==> config.mk <==
export PLATFORM = sky130hd
export DESIGN_NAME = pic_priority_scheduler
export DESIGN_NICKNAME = d
export VERILOG_FILES = /design/src/rtl/pic_priority_scheduler.sv
export SDC_FILE = /design/constraint.sdc
export NUM_CORES = 1
export LEC_CHECK = 0
export ABC_CLOCK_PERIOD_IN_PS = 7150
export CAP_MARGIN = 20
export CORE_MARGIN = 2
export CORE_UTILIZATION = 30
export DETAILED_ROUTE_END_ITERATION = 10
export PLACE_DENSITY_LB_ADDON = 0.25
export RECOVER_POWER = 50
export SETUP_SLACK_MARGIN = 0.05
export SYNTH_ARGS = -nofsm -noshare
export SYNTH_HDL_FRONTEND = slang
export SYNTH_SLANG_ARGS = --single-unit
export TNS_END_PERCENT = 1
==> constraint.sdc <==
create_clock -name CLK -period 7.15 [get_ports CLK]
set_clock_uncertainty 0.1 [all_clocks]
set_input_delay 1.43 -clock CLK [delete_from_list [all_inputs] [get_ports CLK]]
set_output_delay 1.43 -clock CLK [all_outputs]
set_load 0.02 [all_outputs]
==> src/rtl/pic_priority_scheduler.sv <==
// pic_priority_scheduler: 8259-style IRR/ISR priority resolution and INTA sequencing
module pic_priority_scheduler #(
    parameter logic [2:0] RESET_PRI_LOW = 3'd7,
    parameter logic [2:0] SPURIOUS_IR   = 3'd7
) (
    input  logic       CLK,
    input  logic       RST,
    input  logic [7:0] IR,
    input  logic       LEVEL,
    input  logic [7:0] interrupt_mask,
    input  logic       R,
    input  logic       AEOI,
    input  logic       INTA_PULSE,
    input  logic       EOI_STB,
    input  logic       EOI_SPECIFIC,
    input  logic [2:0] EOI_LEVEL,
    output logic       INTERNAL_INT,
    output logic [2:0] IR_NUM,
    output logic [7:0] IRR,
    output logic [7:0] ISR,
    output logic [1:0] INTA_COUNT
);
    typedef enum logic [1:0] {IDLE, REQ, ACK} state_t;

    state_t     state;
    logic [2:0] pri_low;
    logic [7:0] ir_prev;
    logic       spurious;
    logic [3:0] elig_top;
    logic [3:0] isr_top;
    logic       win;
    logic       eoi_hit;
    logic [2:0] eoi_lvl;
    logic       aeoi_hit;
    logic [7:0] set_oh;
    logic [7:0] clr;
    logic [7:0] irr_nxt;
    logic [7:0] isr_nxt;
    logic [2:0] pri_nxt;

    // {found, level} of the highest-priority set bit; level low+1 ranks first
    function automatic logic [3:0] top_level(input logic [7:0] v, input logic [2:0] low);
        logic [3:0] r;
        logic [2:0] l;
        r = '0;
        for (int i = 7; i >= 0; i--) begin
            l = low + 3'(i) + 3'd1;
            if (v[l]) r = {1'b1, l};
        end
        return r;
    endfunction

    // 0 = highest priority, 7 = lowest
    function automatic logic [2:0] rank(input logic [2:0] l, input logic [2:0] low);
        return l - low - 3'd1;
    endfunction

    // priority resolution, EOI/AEOI clears and next-state of the request registers
    always_comb begin
        elig_top = top_level(IRR & ~interrupt_mask, pri_low);
        isr_top  = top_level(ISR, pri_low);
        win      = elig_top[3] && (!isr_top[3] || rank(elig_top[2:0], pri_low) < rank(isr_top[2:0], pri_low));
        set_oh   = (state == REQ && INTA_PULSE && win) ? 8'd1 << elig_top[2:0] : 8'd0;
        eoi_lvl  = EOI_SPECIFIC ? EOI_LEVEL : isr_top[2:0];
        eoi_hit  = EOI_STB && (EOI_SPECIFIC ? ISR[EOI_LEVEL] : isr_top[3]);
        aeoi_hit = state == ACK && INTA_PULSE && AEOI && !spurious && ISR[IR_NUM];
        clr      = (eoi_hit ? 8'd1 << eoi_lvl : 8'd0) | (aeoi_hit ? 8'd1 << IR_NUM : 8'd0);
        irr_nxt  = (LEVEL ? IR : IRR | (IR & ~ir_prev)) & ~set_oh;
        isr_nxt  = (ISR & ~clr) | set_oh;
        pri_nxt  = !R ? pri_low : eoi_hit ? eoi_lvl : aeoi_hit ? IR_NUM : pri_low;
    end

    // register update and the IDLE -> REQ -> ACK acknowledge sequence
    always_ff @(posedge CLK or posedge RST) begin
        if (RST) begin
            IRR          <= '0;
            ISR          <= '0;
            pri_low      <= RESET_PRI_LOW;
            ir_prev      <= '0;
            state        <= IDLE;
            INTERNAL_INT <= 1'b0;
            IR_NUM       <= '0;
            INTA_COUNT   <= '0;
            spurious     <= 1'b0;
        end else begin
            IRR     <= irr_nxt;
            ISR     <= isr_nxt;
            pri_low <= pri_nxt;
            ir_prev <= IR;
            case (state)
                IDLE: begin
                    INTERNAL_INT <= win;
                    if (win) begin
                        state      <= REQ;
                        INTA_COUNT <= 2'd0;
                    end
                end
                REQ: if (INTA_PULSE) begin
                    IR_NUM     <= win ? elig_top[2:0] : SPURIOUS_IR;
                    spurious   <= !win;
                    INTA_COUNT <= 2'd1;
                    state      <= ACK;
                end
                ACK: if (INTA_PULSE) begin
                    INTERNAL_INT <= 1'b0;
                    INTA_COUNT   <= 2'd2;
                    state        <= IDLE;
                end
                default: state <= IDLE;
            endcase
        end
    end
endmodule

==> summary.md <==
| Metric | Value |
|---|---|
| Status | `complete, but fails checks` |
| Failing checks | `capacitance limit, slew limit` |
| Reg area | `905 µm²` |
| GR Util met1 | `between 20% and 30%` |
| Worst Hold Launch | `INTA_COUNT[1]$_DFFE_PP0P_` |
| Synthesis-to-layout area growth | `16.4%` |
| Worst-Skew Late Latency | `roughly 280 ps` |
| CTS tree | `built` |
| #FFs+latches synth | `36` |
| DRC violation total after the first TritonRoute iteration | `roughly 230` |
| Finished Layout Cells | `648` |
| Crit path DAT | `roughly 6000 ps` |
| Synth warn | `0` |
| Slew at the pin with the worst max-slew slack | `~1900 ps` |
| Largest net degree at the start of global routing | `39` |
| DIE WIDTH | `122 µm` |
| Share of layout cells above drive strength 1 | `between 10 and 15%` |
| Relative max-transition margin | `-26.9%` |
| FMAX | `0.164 GHz` |
| H-tree levels | `2` |
| WL/cell | `roughly 20 µm` |
| Core Area | `~0.014 mm²` |
| Post-synth top flop | `dfrtp_1` |
| CTS resizes | `0` |
| CP Max Fanout | `8` |
| Area of the multi-input gates | `between 0.002 and 0.003 mm²` |
| Final setup fails | `0` |
| N_diodes | `0` |
| CP endpoint kind | `register` |
| Critical Path Start Type | `input port` |
| Post-route minimum period | `between 6000 and 7000 ps` |
| Synthesized area | `between 0.004 and 0.005 mm²` |
| Crit path from | `interrupt_mask[3]` |
| CTS Hold Bufs | `0` |
| Num CTS Buffers | `5` |
| GR peak layer | `met2` |
| Vias in the first global route | `between 3k and 4k` |
| Post-synth EDFFs | `0` |
| Mean post-synth cell area | `between 9 and 10 µm²` |
| Post-Syn Nets | `around 460` |
| Initial antenna violation count | `0` |
| Period utilization | `85.3%` |
| Die Y | `122 µm` |
| Seq/Total Area, Yosys | `a little over a fifth` |
| Initial DRT Pass Iterations | `5` |
| Setup CP Type | `in2reg` |
| DIE AREA | `0.0150 mm²` |
| Final core occ | `35.5%` |
| Final Cell Area | `between 0.004 and 0.005 mm²` |
| Met3 usage | `2.70%` |
| Placed cell count | `640` |
| Number of I/O pins | `49` |
| Dpl cell area | `between 0.004 and 0.005 mm²` |
| Starting density of the core | `30.5%` |
| # fillers | `1430` |
| Slew Limit Fails | `37` |
| Clock sink total | `36` |
| GRT met2 Usage | `between 20 and 30%` |
| Hpwl dp | `between 9 and 10 mm` |
| PortBufs | `between 40 and 50` |
| Final ANT Viol Nets | `0` |
| Routed via count | `3792` |
| Critical path required time | `between 7000 and 8000 ps` |
| Hold Path Class | `reg2reg` |
| Root Buffer | `clkbuf_16` |
| Total global-route track usage | `approximately 18%` |
| Post-Syn Instances | `427` |
| RSZ-0062 raised after global routing | `no` |
| Post-route DRC | `0` |
| Ys async rst share | `100%` |
| Final #Nets | `503` |
| Max cap viols | `1` |
| Total gr overflow | `0` |
| Reg2reg start | `pri_low[1]$_DFFE_PP1P_` |
| Postcts setup bufs | `0` |
| Maximum buffer depth of the clock tree | `2` |
| Setup TNS | `0 ps` |
| Via density per instance | `5.85` |
| Num rows | `43` |
| Final Wtd Congestion | `0.897` |
| Distinct cells, synth | `roughly 80` |
| Hold Vio Cnt, Final | `0` |
| DRT Wirelength | `between 10 and 15 mm` |
| Global-route wire length before repair | `between 20 and 25 mm` |
| Clk slew on worst S/H paths | `50 ps` |
[logic make-up (layout without fill, tap and decap cells)]
logic type / count (synthesis) / count (layout) / share of synthesized area, %
buf+inv: 43 / 84 / 7.18
flops: 36 / 36 / 21.5
mux: 65 / 65 / 25.8
fa+ha+maj: 9 / 9 / 3.04
xor+xnor: 10 / 10 / 2.80
simple gates: 123 / 123 / 15.5
compound gates: 141 / 141 / 24.1
[worst max-delay path: stages]
cell and delay [ps]:
clkdlybuf4s50_1 430, nor2b_1 360, a21boi_0 280, mux4_1 600, o21ai_1 150, a21oi_1 90, o311ai_2 410, and2_1 200
ha_1 160, fa_1 420, ha_1 300, a21o_1 150, a21oi_1 150, a41o_1 120, o31a_1 270, nand2_1 160
a21oi_1 360, a21oi_1 120
[metrics by stage]
stage	hold WS [ps]	setup slack, ps
detailed placement	388	759
global placement	389	994
floorplan	355	1880
global route	441	649
CTS	402	1050
finish	391	1050
[final cells by class]
class	instances	area share [%]
clock buffers	8	2.99
inverters	18	1.38
multi-input cells	348	61.2
flip-flops and latches	36	18.5
well taps	180	4.61
repair buffers	58	11.3
[cells in the final DEF (no fill, tap or decap), drive strengths merged, types with 10 or more instances in the layout]
cell type / n
clkdlybuf4s50: 36
dfrtp: 33
nand2: 33
mux4: 32
a21oi: 29
o21ai: 29
mux2i: 26
nor2: 19
inv: 17
nor2b: 12
nand2b: 12
dlygate4sd3: 12
nand3: 11
a21boi: 10
[path summary, 6_finish.rpt]
check | to | slack [ps] | cells past startpoint
min reg2reg | INTA_COUNT[1]$_DFFE_PP0P_ | 390 | 2
max | IRR[2]$_DFF_PP0_ | 1050 | 18
min in group asynchronous | ir_prev[7]$_DFF_PP0_ | 2180 | 3
max reg2reg | IRR[2]$_DFF_PP0_ | 1070 | 21
min | INTA_COUNT[1]$_DFFE_PP0P_ | 390 | 2
max in group asynchronous | ISR[4]$_DFF_PP0_ | 3670 | 3
[layer usage]
layer	up-vias	part of all wire [%]
met5	-	0
met4	0	1.5
met3	13	5.5
met2	147	49
met1	1879	44
li1	1753	-
[cell usage after synthesis (all sizes together), types with 6 or more instances]
library cell | n | area [µm²]
a21boi | 10 | 78.8
a21oi | 29 | 145
buf | 15 | 170
clkbuf | 9 | 55.1
dfrtp | 33 | 826
ha | 7 | 87.6
inv | 17 | 63.8
mux2 | 7 | 82.6
mux2i | 26 | 260
mux4 | 32 | 739
nand2 | 33 | 124
nand2b | 12 | 75.1
nand3 | 11 | 55.1
nor2 | 19 | 71.3
nor2b | 12 | 75.1
o211ai | 8 | 65.1
o21ai | 29 | 145
o2bb2ai | 6 | 52.6
xnor2 | 7 | 76.3
[flip-flops by register name, summed over array words and instances (netlist names)]
| register | count |
|---|---|
| INTERNAL_INT | 1 |
| INTA_COUNT | 2 |
| spurious | 1 |
| ir_prev | 8 |
| ISR | 8 |
| IR_NUM | 3 |
| state | 2 |
| pri_low | 3 |
| IRR | 8 |
Power is left out: the tool's default activity adds up to more than one toggle a clock period on the data nets, which glitch-free logic cannot reach.
